$ cat src/rtl/cpu_pkg.sv
// Shared definitions for the 8-bit pipelined processor: datapath widths,
// reset/flush encodings and the stall-control encoding used by the hazard
// unit, the fetch stage and the ID/EX stage.
package cpu_pkg;

  localparam int PC_W    = 8;
  localparam int INSTR_W = 8;
  localparam int CNT_W   = 16;

  localparam logic [INSTR_W-1:0] NOP_INSTR = 8'h00;
  localparam logic [PC_W-1:0]    RESET_PC  = 8'h00;

  // Stall-control encoding: a write enable of 1 lets a register advance,
  // and haz_mux_con = 0 turns the ID/EX load into a bubble.
  localparam logic WR_ADVANCE = 1'b1;
  localparam logic WR_HOLD    = 1'b0;
  localparam logic HAZ_PASS   = 1'b1;
  localparam logic HAZ_BUBBLE = 1'b0;

  // What the front end does on a given edge.
  typedef enum logic [1:0] {
    FETCH_ADVANCE = 2'd0,
    FETCH_STALL   = 2'd1,
    FETCH_FLUSH   = 2'd2,
    FETCH_DROP    = 2'd3
  } fetch_action_e;

  // Classify one edge. A flush beats any stall request because the branch
  // is older than the stalled pair; PC moving while IF/ID holds loses an
  // instruction and is reported as a drop.
  function automatic fetch_action_e classify(input logic pc_write,
                                             input logic ifid_write,
                                             input logic branch_taken);
    fetch_action_e act;
    if (branch_taken)
      act = FETCH_FLUSH;
    else if (ifid_write == WR_HOLD && pc_write == WR_ADVANCE)
      act = FETCH_DROP;
    else if (ifid_write == WR_HOLD)
      act = FETCH_STALL;
    else
      act = FETCH_ADVANCE;
    return act;
  endfunction

endpackage

$ cat src/rtl/fetch_stage_if.sv
// Bundle of hazard controls, branch redirect, instruction memory port and
// IF/ID outputs of the fetch stage. The slave side is the fetch stage; the
// master side is whoever drives the controls and serves instruction memory.
interface fetch_stage_if #(
  parameter int PC_W    = cpu_pkg::PC_W,
  parameter int INSTR_W = cpu_pkg::INSTR_W,
  parameter int CNT_W   = cpu_pkg::CNT_W
) ();

  logic               pc_write;
  logic               ifid_write;
  logic               haz_mux_con;
  logic               branch_taken;
  logic [PC_W-1:0]    branch_target;
  logic [PC_W-1:0]    imem_addr;
  logic [INSTR_W-1:0] imem_data;
  logic [INSTR_W-1:0] ifid_instr;
  logic [PC_W-1:0]    ifid_pc;
  logic               ifid_valid;
  logic               idex_bubble;
  logic [CNT_W-1:0]   stall_count;
  logic               protocol_err;

  modport master (
    output pc_write, ifid_write, haz_mux_con, branch_taken, branch_target,
    output imem_data,
    input  imem_addr, ifid_instr, ifid_pc, ifid_valid, idex_bubble,
    input  stall_count, protocol_err
  );

  modport slave (
    input  pc_write, ifid_write, haz_mux_con, branch_taken, branch_target,
    input  imem_data,
    output imem_addr, ifid_instr, ifid_pc, ifid_valid, idex_bubble,
    output stall_count, protocol_err
  );

endinterface

$ cat src/rtl/fetch_stage_pipe_reg.sv
// Generic pipeline register field: synchronous reset value, flush load and
// enable. Priority on each edge is rst > flush > en > hold.
module pipe_reg #(
  parameter int           W       = 8,
  parameter logic [W-1:0] RST_VAL = '0
) (
  input  logic         clk,
  input  logic         rst,
  input  logic         en,
  input  logic         flush,
  input  logic [W-1:0] d,
  input  logic [W-1:0] flush_val,
  output logic [W-1:0] q
);
  import cpu_pkg::*;

  logic [W-1:0] data_q;
  logic [W-1:0] data_d;

  // Next value: flush overrides the enable, otherwise load or hold.
  always_comb begin
    data_d = data_q;
    if (flush)
      data_d = flush_val;
    else if (en == WR_ADVANCE)
      data_d = d;
  end

  // Register with synchronous reset.
  always_ff @(posedge clk) begin
    if (rst)
      data_q <= RST_VAL;
    else
      data_q <= data_d;
  end

  assign q = data_q;

endmodule

$ cat src/rtl/fetch_stage.sv
// Fetch stage: PC register, IF/ID register (instr, pc, valid), ID/EX bubble
// select, a saturating stall counter and a sticky protocol-error flag.
module fetch_stage #(
  parameter int                   PC_W      = cpu_pkg::PC_W,
  parameter int                   INSTR_W   = cpu_pkg::INSTR_W,
  parameter logic [INSTR_W-1:0]   NOP_INSTR = cpu_pkg::NOP_INSTR,
  parameter logic [PC_W-1:0]      RESET_PC  = cpu_pkg::RESET_PC,
  parameter int                   CNT_W     = cpu_pkg::CNT_W
) (
  input  logic          clk,
  input  logic          rst,
  fetch_stage_if.slave  bus
);
  import cpu_pkg::*;

  localparam logic [CNT_W-1:0] CNT_MAX = '1;

  logic [PC_W-1:0]  pc_q;
  logic [PC_W-1:0]  pc_d;
  logic [CNT_W-1:0] stall_count_q;
  logic [CNT_W-1:0] stall_count_d;
  logic             protocol_err_q;
  logic             protocol_err_d;
  fetch_action_e    action;

  assign action = classify(bus.pc_write, bus.ifid_write, bus.branch_taken);

  // Next PC, stall count and error flag from this edge's action.
  always_comb begin
    pc_d           = pc_q;
    stall_count_d  = stall_count_q;
    protocol_err_d = protocol_err_q;

    if (action == FETCH_FLUSH)
      pc_d = bus.branch_target;
    else if (bus.pc_write == WR_ADVANCE)
      pc_d = pc_q + PC_W'(1);

    // Both plain stalls and drops hold IF/ID, so both count as stalled.
    if ((action == FETCH_STALL || action == FETCH_DROP) && stall_count_q != CNT_MAX)
      stall_count_d = stall_count_q + CNT_W'(1);

    if (action == FETCH_DROP)
      protocol_err_d = 1'b1;
  end

  // PC, counter and sticky flag; only reset clears them.
  always_ff @(posedge clk) begin
    if (rst) begin
      pc_q           <= RESET_PC;
      stall_count_q  <= '0;
      protocol_err_q <= 1'b0;
    end else begin
      pc_q           <= pc_d;
      stall_count_q  <= stall_count_d;
      protocol_err_q <= protocol_err_d;
    end
  end

  // IF/ID fields. A flush records the PC being squashed in ifid_pc.
  pipe_reg #(.W(INSTR_W), .RST_VAL(NOP_INSTR)) u_ifid_instr (
    .clk       (clk),
    .rst       (rst),
    .en        (bus.ifid_write),
    .flush     (bus.branch_taken),
    .d         (bus.imem_data),
    .flush_val (NOP_INSTR),
    .q         (bus.ifid_instr)
  );

  pipe_reg #(.W(PC_W), .RST_VAL('0)) u_ifid_pc (
    .clk       (clk),
    .rst       (rst),
    .en        (bus.ifid_write),
    .flush     (bus.branch_taken),
    .d         (pc_q),
    .flush_val (pc_q),
    .q         (bus.ifid_pc)
  );

  pipe_reg #(.W(1), .RST_VAL(1'b0)) u_ifid_valid (
    .clk       (clk),
    .rst       (rst),
    .en        (bus.ifid_write),
    .flush     (bus.branch_taken),
    .d         (1'b1),
    .flush_val (1'b0),
    .q         (bus.ifid_valid)
  );

  assign bus.imem_addr    = pc_q;
  assign bus.idex_bubble  = rst | (bus.haz_mux_con == HAZ_BUBBLE) | (bus.ifid_write == WR_HOLD);
  assign bus.stall_count  = stall_count_q;
  assign bus.protocol_err = protocol_err_q;

endmodule

$ cat src/flat_wrapper.sv
// flat-port wrapper written by rule: the top's interface ports become plain ports
module fetch_stage_flat import cpu_pkg::*;
#(
  parameter int                   PC_W      = cpu_pkg::PC_W,
  parameter int                   INSTR_W   = cpu_pkg::INSTR_W,
  parameter logic [INSTR_W-1:0]   NOP_INSTR = cpu_pkg::NOP_INSTR,
  parameter logic [PC_W-1:0]      RESET_PC  = cpu_pkg::RESET_PC,
  parameter int                   CNT_W     = cpu_pkg::CNT_W
)
  (clk, rst, bus_pc_write, bus_ifid_write, bus_haz_mux_con, bus_branch_taken, bus_branch_target, bus_imem_data, bus_imem_addr, bus_ifid_instr, bus_ifid_pc, bus_ifid_valid, bus_idex_bubble, bus_stall_count, bus_protocol_err);
  fetch_stage_if #(.PC_W(PC_W), .INSTR_W(INSTR_W), .CNT_W(CNT_W)) bus_i ();
  input  logic clk;
  input  logic rst;
  input wire logic [$bits(bus_i.pc_write)-1:0] bus_pc_write;
  input wire logic [$bits(bus_i.ifid_write)-1:0] bus_ifid_write;
  input wire logic [$bits(bus_i.haz_mux_con)-1:0] bus_haz_mux_con;
  input wire logic [$bits(bus_i.branch_taken)-1:0] bus_branch_taken;
  input wire logic [$bits(bus_i.branch_target)-1:0] bus_branch_target;
  input wire logic [$bits(bus_i.imem_data)-1:0] bus_imem_data;
  output wire logic [$bits(bus_i.imem_addr)-1:0] bus_imem_addr;
  output wire logic [$bits(bus_i.ifid_instr)-1:0] bus_ifid_instr;
  output wire logic [$bits(bus_i.ifid_pc)-1:0] bus_ifid_pc;
  output wire logic [$bits(bus_i.ifid_valid)-1:0] bus_ifid_valid;
  output wire logic [$bits(bus_i.idex_bubble)-1:0] bus_idex_bubble;
  output wire logic [$bits(bus_i.stall_count)-1:0] bus_stall_count;
  output wire logic [$bits(bus_i.protocol_err)-1:0] bus_protocol_err;
  assign bus_i.pc_write = bus_pc_write;
  assign bus_i.ifid_write = bus_ifid_write;
  assign bus_i.haz_mux_con = bus_haz_mux_con;
  assign bus_i.branch_taken = bus_branch_taken;
  assign bus_i.branch_target = bus_branch_target;
  assign bus_i.imem_data = bus_imem_data;
  assign bus_imem_addr = bus_i.imem_addr;
  assign bus_ifid_instr = bus_i.ifid_instr;
  assign bus_ifid_pc = bus_i.ifid_pc;
  assign bus_ifid_valid = bus_i.ifid_valid;
  assign bus_idex_bubble = bus_i.idex_bubble;
  assign bus_stall_count = bus_i.stall_count;
  assign bus_protocol_err = bus_i.protocol_err;
  fetch_stage #(.PC_W(PC_W), .INSTR_W(INSTR_W), .NOP_INSTR(NOP_INSTR), .RESET_PC(RESET_PC), .CNT_W(CNT_W)) u_core (.clk(clk), .rst(rst), .bus(bus_i));
endmodule
$ cat config.mk
export PLATFORM = sky130hd
export DESIGN_NAME = fetch_stage_flat
export DESIGN_NICKNAME = d
export VERILOG_FILES = /design/src/rtl/cpu_pkg.sv /design/src/rtl/fetch_stage_if.sv /design/src/rtl/fetch_stage_pipe_reg.sv /design/src/rtl/fetch_stage.sv /design/src/flat_wrapper.sv
export SDC_FILE = /design/constraint.sdc
export NUM_CORES = 1
export LEC_CHECK = 0
export BUFFER_PORTS_ARGS = -buffer_cell sky130_fd_sc_hd__buf_2
export CORE_ASPECT_RATIO = 0.5
export CORE_MARGIN = 1
export CORE_UTILIZATION = 45
export DETAILED_ROUTE_END_ITERATION = 12
export HOLD_SLACK_MARGIN = 0.08
export PLACE_DENSITY = 0.75
export REMOVE_ABC_BUFFERS = 1
export SYNTH_ARGS = -nofsm -noshare
export SYNTH_HDL_FRONTEND = slang
export SYNTH_SLANG_ARGS = --single-unit
$ cat constraint.sdc
create_clock -name clk -period 1.6 [get_ports clk]
set_input_delay 0.24 -clock clk [delete_from_list [all_inputs] [get_ports clk]]
set_output_delay 0.24 -clock clk [all_outputs]
set_load 0.005 [all_outputs]
### Yosys cells after proc, flatten, opt, wreduce, memory -nomap -nowiden

Index checks and enable logic that the tools add are counted.

* $add $sub $neg: 2
* equal/unequal tests: 4
* mux-type cells: 7
* bitwise gates (word level): 4
* reduce and logical (&&, ||, !) cells: 6

Operators by type and width (count)
* $mux W8: 4
* $add A16 B1 Y16 const B: 1
* $ne A16 B16 Y1 const B: 1
* $add A8 B1 Y8 const B: 1
* $eq A2 B2 Y1 const B: 2
* $mux W2: 2
* $reduce_bool A2 Y1: 2
* $eq A2 B1 Y1 const B: 1
* $logic_and A1 B1 Y1: 2
* $not A1 Y1: 2
* $or A1 B1 Y1: 2
* $reduce_or A2 Y1: 1
* $logic_or A1 B1 Y1: 1
* $mux W1: 1

* register bits: 42
* input bits: 22
* output and inout bits: 43
* logic and storage cells: 29

### Logic depth before layout (Yosys ltp)

Gate-level depths: netlist (run 1).

* word-level depth: 7
* gate-level depth with buffers: 5
* gate-level depth less buffers: 5

### Hierarchy

A second synthesis (run 1) with hierarchy kept.

* cells, all modules: 232
* area, all modules: 2150.8 µm²

Modules (own cells, without submodules)
* fetch_stage: instances 1, cells an instance 157, area each 1360.1 µm², sequential area each 500.5 µm²
* pipe_reg (u_core.u_ifid_instr ...): instances 2, cells an instance 35, area each 369.1 µm², sequential area each 160.2 µm²
* pipe_reg (u_core.u_ifid_valid): instances 1, cells an instance 5, area each 52.6 µm², sequential area each 20.0 µm²

### Worst setup path after synthesis (run 1)

Ideal clock, no wire load.

* path kind: register to register
* from: register u_core.stall_count_q[13] (netlist: u_core.bus.stall_count[13])
* to: register u_core.stall_count_q[5] (netlist: u_core.bus.stall_count[5])
* setup time: 0.123 ns
* arrival time: 1.415 ns
* data required time: 1.477 ns
* path slack: 0.062 ns
* stages on the path, launching flop included: 5
* path buffers: 0
* period minus slack after synthesis: 1.538 ns
* cells stage by stage: dfxtp_1 > nand4_2 > nor4_4 > nor4b_1 > mux2_1

* word-level cells in the longest chain between the ends: 2

Ends and longest elaborated chain
* start, declared: RTL line fetch_stage.sv:20 `logic [CNT_W-1:0] stall_count_q;`
* start signal, assigned: RTL line fetch_stage.sv:55 `stall_count_q <= stall_count_d;`
* $ne A16 B16 Y1: RTL line fetch_stage.sv:40 `if ((action == FETCH_STALL || action == FETCH_DROP) && stall_count_q != CNT_MAX)`
* $logic_and A1 B1 Y1: RTL line fetch_stage.sv:40

No other way between the ends.
A chain may end at the register's enable or synchronous reset.

### Worst setup path in the final report (run 1)

* from: register u_core.stall_count_q[0] (netlist: u_core.bus.stall_count[0])
* to: register u_core.stall_count_q[0] (netlist: u_core.bus.stall_count[0])

* word-level cells in the longest chain between the ends: 2
* elaborated cells on any way between the ends: 3
* those cells by class: 1 x add/sub; 1 x eq/ne; 1 x reduce/logical

Ends and longest elaborated chain
* parallel branches: the longest is 2 deep, another holds $add A16 B1 Y16

Several ways; the timed one is not identified.

==> results.yml, run 1 <==
global_routing:
  antenna_found_initial: 0
  grt-ovfl-total: 0
  grt_pass1_wl_um: 7080
  grt_usage_pct: 20.8
  grt_pass1_vias: 1577
  grt_max_degree: 27
critical_path:
  r2r-start: "u_core.bus.stall_count[0]$_SDFFE_PP0P_"
  critPathLaunchType: "flip-flop"
  critPathKind: "reg2reg"
  r2r_setup_slack_ps: 30
  end_kind: "flip-flop"
  required_ps: 1840
  crit_end: "u_core.bus.stall_count[0]$_SDFFE_PP0P_"
  r2r_cells: 7
  crit_arrival_ps: 1810
  r2r_end: "u_core.bus.stall_count[0]$_SDFFE_PP0P_"
  cp_max_fo: 7
  crit_start: "u_core.bus.stall_count[0]$_SDFFE_PP0P_"
drt:
  detail_route.wirelength_um: 4710
  drc: 0
  detail-route-antenna-nets: 0
  viasPerCell: 5.20
  vias: 1860
  drt_iter0_drc: 58
  first_pass_iters: 5
  wl_per_cell_um: 13.2
clock_network:
  htree_levels: 2
  clock_sinks: 42
  clock_tree.buffer_depth: 2
  clkTransAtPathRegs_ps: 90
  postCtsHoldBufs: 0
  cts_tree: "done"
  cts.root.buffer_cell: "clkbuf_8"
  clkLatencyLatePin_ps: 310
  cts_inserted_buffers: 5
power_and_ir_drop:
  power.switching_uw: 567
  leakage_nw: 1.16
  power.internal_mw: 1.50
  switching_share_pct: 27.5
  seq_power_share_pct: 53.7
  pwr-share-clk_pct: 36.8
  power_density_nw_per_um2: 800
  p_total_mw: 2.07
  ir_drop_mv: 0.529
  pwr-share-comb_pct: 9.5
synth:
  yosysWarningCount: 0
  yosys.area.top_type_share_pct: 43.8
  syn_area_um2: 1920
  synth_cell_type_count: 41
  ys_seq_area_share_pct: 43.8
  synth_ff_type: "dfxtp_1"
  ys_ff_latch: 42
  synth_area_per_cell_um2: 8.72
  synth_edf_count: 0
  synth.area.top_cells: "dfxtp_1 44%, nand2_1 6.1%, a21oi_1 5.7%"
  yosys.area.top_type: "dfxtp_1"
  synthCells: 220
  synthArstFlopShare_pct: 0
finish:
  nFillCells: 356
  drive_above_1_share_pct: 37.8
  postLayoutCoreUtil_pct: 64.8
  area_growth_pct: 34.6
  final_common_cell: "buf_2"
  final_cell_mix: "64 x buf_2, 36 x dfxtp_1, 31 x nand2_1"
  nets: 327
  final_cell_count_no_fill: 358
  n_antenna_cell: 0
floorplan:
  die_w_um: 94.3
  dieArea_um2: 4540
  core_um2: 3980
  pin_count: 65
  die_y_um: 48.2
  start_util_pct: 48.1
  rows: 16
timing:
  slew_viol_final: 0
  holdWs_ps: 158
  max_clock_freq_mhz: 637
  setup_viol: 0
  relSlewSlack_pct: 66.6
  hold_violations: 0
  finClkSkew_ps: 4.27
  min_period_ps: 1570
  worst_pin_slew_ps: 502
  setup-tns-final_ps: 0
  rsz0062_at_grt: "yes"
  finalCritPeriodShare_pct: 98.1
flow_run:
  cap_violations: 0
placement:
  dp_hpwl_um: 3280
  routabilityCongestion: 0.784
  post-place-cells: 348
  portBuffers: 64
worst_hold_path:
  min-delay-start: "bus_branch_target[1]"
  hold_class: "in2reg"
status:
  run_status: "completed"
per-stage QoR:
| step | setup slack [ps] | area, um^2 |
|---|---|---|
| CTS | 4.84 | 2540 |
| global placement | 40.8 | 2410 |
| finish | 30.7 | 2580 |
| detailed placement | -45.0 | 2410 |
| global route | -9.95 | 2580 |
| floorplan | 61.9 | 1870 |
cells in the mapped netlist (2+ instances only):
cell type	count
nand4_1	5
nand2_1	31
or2_2	2
nand2b_1	2
clkbuf_1	7
a21oi_1	22
inv_1	2
mux2_1	4
o31ai_1	5
or3_1	6
dfxtp_1	42
ha_1	2
or4_1	4
mux2i_1	11
nor2_1	24
xnor2_1	4
a211oi_1	2
nor2b_1	4
buf_1	2
nand3_1	4
xor2_1	2
and3_1	2
nor3_1	7
o21ai_0	7
power by group through the flow:
stage | clock network, mW | logic [mW] | registers [mW]
global placement | 0 | 0.186 | 1.13
floorplan | 0 | 0.0778 | 1.13
global route | 0.812 | 0.218 | 1.12
finish | 0.761 | 0.196 | 1.11
detailed placement | 0 | 0.192 | 1.13
CTS | 0.773 | 0.194 | 1.11
worst min-delay path by stage:
stage	cells past startpoint	end	slack (ps)
after detailed placement	2	u_core.u_ifid_pc.q[3]$_SDFFE_PP0P_	440
after global routing	3	u_core.bus.imem_addr[1]$_SDFFE_PP0P_	150
after floorplan	1	u_core.bus.imem_addr[0]$_SDFFE_PP0P_	310
final	3	u_core.bus.imem_addr[1]$_SDFFE_PP0P_	160
after global placement	2	u_core.u_ifid_pc.q[5]$_SDFFE_PP0P_	440
after CTS	3	u_core.bus.imem_addr[1]$_SDFFE_PP0P_	150
flip-flops by register name (all words and copies together) (netlist names):
register / cells
u_core.u_ifid_pc.q: 8
u_core.bus.imem_addr: 8
u_core.bus.stall_count: 16
u_core.u_ifid_valid.q: 1
u_core.bus.protocol_err: 1
u_core.u_ifid_instr.q: 8
cells by family (layout without fill, tap and decap cells):
logic type / after synthesis / in the layout / synth area share, %
compound gates: 40 / 40 / 12.1
buf+inv: 13 / 97 / 2.94
mux: 15 / 15 / 8.09
fa+ha+maj: 2 / 2 / 1.30
simple gates: 102 / 102 / 29.0
flops: 42 / 42 / 43.8
xor+xnor: 6 / 6 / 2.74
per-layer routing:
metal,global-route usage [%],wire [um]
met2,35.9,2230
met4,8.00,40
met5,0,0
met1,26.0,2270
met3,5.45,170
cell type report:
type | instances | area, um^2 | area share [%]
clock buffer | 5 | 68.8 | 2.67
clock inverter | 3 | 28.8 | 1.11
inverter | 3 | 11.3 | 0.436
multi-input combinational | 165 | 1060 | 41.3
sequential | 42 | 851 | 33.0
tap | 54 | 67.6 | 2.62
timing repair buffer | 86 | 489 | 19.0
worst max-delay path: stages, from the launching register on:
cell and delay, ps:
dfxtp_4 370, ha_4 170, nand3_1 120, nor4_4 50
buf_6 140, buf_4 130, or3_1 340, a21oi_2 170
repair_timing:
| item | in CTS | in global routing |
|---|---|---|
| resized for setup | 7 | 10 |
| pin swaps | 1 | 4 |
| buffers inserted | 1 | 1 |
| setup endpoints to repair | 5 | 11 |
(Power assumes the default switching activity.)
==> run 2, diff against run 1 <==
--- a/config.mk
+++ b/config.mk
@@ -6,12 +6,14 @@
 export NUM_CORES = 1
 export LEC_CHECK = 0
 export BUFFER_PORTS_ARGS = -buffer_cell sky130_fd_sc_hd__buf_2
+export CAP_MARGIN = 20
 export CORE_ASPECT_RATIO = 0.5
-export CORE_MARGIN = 1
+export CORE_MARGIN = 10
 export CORE_UTILIZATION = 45
 export DETAILED_ROUTE_END_ITERATION = 12
 export HOLD_SLACK_MARGIN = 0.08
 export PLACE_DENSITY = 0.75
+export RECOVER_POWER = 50
 export REMOVE_ABC_BUFFERS = 1
 export SYNTH_ARGS = -nofsm -noshare
 export SYNTH_HDL_FRONTEND = slang
==> run 2 against run 1 <==
Flip-flop and latch count stayed put. Wire length grew 10%. Clock-buffer cell count stayed put. Final cell count shrank 0.28%. Non-clock buffer count fell by 1. Worst setup slack about the same. Register-to-register slack is essentially flat. Hold slack better by 16 ps. Critical path depth is 3 lower. Highest routed layer unchanged. Maximum frequency is essentially flat. Clock skew about the same. First-iteration DRC count up 10%. Critical endpoint is now u_core.bus.stall_count[15]$_SDFFE_PP0P_.
==> results.yml, run 2 (synthesized netlist as in run 1, its figures left out) <==
clock_network:
  clkTransAtPathRegs_ps: 80
  htree_levels: 2
  clock_sinks: 42
  clock_tree.buffer_depth: 2
  cts_tree: "done"
  postCtsHoldBufs: 0
  cts_inserted_buffers: 5
  clkLatencyLatePin_ps: 300
  cts.root.buffer_cell: "clkbuf_8"
finish:
  drive_above_1_share_pct: 39.6
  multi_input_area_um2: 1080
  stdcell_area_um2: 2630
  area_growth_pct: 37.1
  postLayoutCoreUtil_pct: 65.7
  largest_reg_flops: 16
  nets: 326
  n_antenna_cell: 0
  final-seq-area_um2: 855
  nFillCells: 341
  final_cell_mix: "64 x buf_2, 33 x dfxtp_1, 31 x nand2_1"
  final_common_cell: "buf_2"
critical_path:
  critPathKind: "reg2reg"
  critPathSlowestCell: "or4_4"
  critPathLaunchType: "flip-flop"
  crit_arrival_ps: 1800
  slowest_delay_ps: 550
  end_kind: "flip-flop"
  timing.critical_path.cells: "nor3b_4, nand4_4, or4_4, a21oi_2"
  required_ps: 1830
  cp_max_fo: 7
drt:
  drc: 0
  detail-route-antenna-nets: 0
  wl_per_cell_um: 14.5
  first_pass_iters: 4
  vias: 1830
  detail_route.wirelength_um: 5190
  viasPerCell: 5.13
  drt_iter0_drc: 64
power_and_ir_drop:
  ir_drop_mv: 0.517
  pwr-share-comb_pct: 8.5
  seq_power_share_pct: 48.2
  power.switching_uw: 507
  power.internal_mw: 1.80
  pwr-share-clk_pct: 43.3
  p_total_mw: 2.30
  leakage_nw: 1.17
  switching_share_pct: 22.0
  power_density_nw_per_um2: 876
floorplan:
  die_w_um: 112
  start_util_pct: 47.9
  die_y_um: 66.2
  rows: 16
  dieArea_um2: 7430
  core_um2: 4000
  pin_count: 65
timing:
  hold_violations: 0
  setup_viol: 0
  relSlewSlack_pct: 70.5
  min_period_ps: 1570
  holdWs_ps: 173
  worst_pin_slew_ps: 443
  finClkSkew_ps: 3.92
  slew_viol_final: 0
  rsz0062_at_grt: "yes"
  max_clock_freq_mhz: 637
  finalCritPeriodShare_pct: 98.1
  finalWorstSetupSlack_ps: 30.2
placement:
  place_area_um2: 2390
  dp_hpwl_um: 4010
  routabilityCongestion: 0.825
  portBuffers: 64
  pre_cts_ws_ps: -31.3
global_routing:
  grt_pass1_vias: 1792
  grt-ovfl-total: 0
  grt_pass1_wl_um: 8480
  antenna_found_initial: 0
  grt_usage_pct: 13.6
  grt_max_degree: 25
flow_run:
  cap_violations: 0
status:
  run_status: "completed"
worst_hold_path:
  hold_class: "in2reg"
[run 2: cell types whose count changed in the layout (fill, tap and decap cells not counted), sizes merged]
cell and change:
inv -2, bufinv +2, buf -1
[run 2: power by group through the flow]
| stage | sequential, mW | clock, mW | combinational (mW) |
|---|---|---|---|
| 2_1_floorplan | 1.13 | 0 | 0.0778 |
| 3_3_place_gp | 1.13 | 0 | 0.192 |
| 3_5_place_dp | 1.13 | 0 | 0.197 |
| 4_1_cts | 1.11 | 1.02 | 0.199 |
| 5_1_grt | 1.11 | 1.07 | 0.224 |
| 6_report | 1.11 | 0.997 | 0.196 |
[run 2: path summary, 6_finish.rpt]
check                                          from                                 endpoint  slack (ps)  cells past startpoint
min                            bus_branch_target[1]     u_core.bus.imem_addr[1]$_SDFFE_PP0P_         170                      3
min reg2reg      u_core.u_ifid_pc.q[2]$_SDFFE_PP0P_       u_core.u_ifid_pc.q[2]$_SDFFE_PP0P_         460                      2
max          u_core.bus.stall_count[7]$_SDFFE_PP0P_  u_core.bus.stall_count[15]$_SDFFE_PP0P_          30                      4
max reg2reg  u_core.bus.stall_count[7]$_SDFFE_PP0P_  u_core.bus.stall_count[15]$_SDFFE_PP0P_          30                      4
[run 2: layout make-up]
| class | count | area share (%) |
|---|---|---|
| Sequential cell | 42 | 32.5 |
| Inverter | 3 | 0.428 |
| Clock inverter | 3 | 2.62 |
| Multi-Input combinational cell | 165 | 40.9 |
| Clock buffer | 5 | 2.62 |
| Timing Repair Buffer | 85 | 18.3 |
| Tap cell | 54 | 2.57 |
[run 2: stage by stage]
stage                     instances  TNS [ps]
final                           357         0
after global routing            357     -31.6
after CTS                       356         0
after detailed placement        345      -133
after global placement          345         0
after floorplan                 210         0
[run 2: worst max-delay path, delay by kind of cell, from the launching register on]
family / cells / cell delay, ps
AND/OR/NAND/NOR: 3 / 1010
flip-flops: 1 / 360
AO/OA/AOI/OAI: 1 / 140
[run 2: timing repair]
action	4_1_cts	5_1_grt
gates cloned	0	0
buffers inserted	3	1
pin swaps	2	7
resized for setup	9	14
setup endpoints to repair	7	11
[run 2: metal layers]
metal / routed length (um) / part of all wire (%) / GRT usage, %
met2: 2600 / 50 / 24.1
met4: 63 / 1.2 / 4.72
met3: 345 / 6.6 / 4.53
met5: 0 / 0 / 0
met1: 2190 / 42 / 15.3
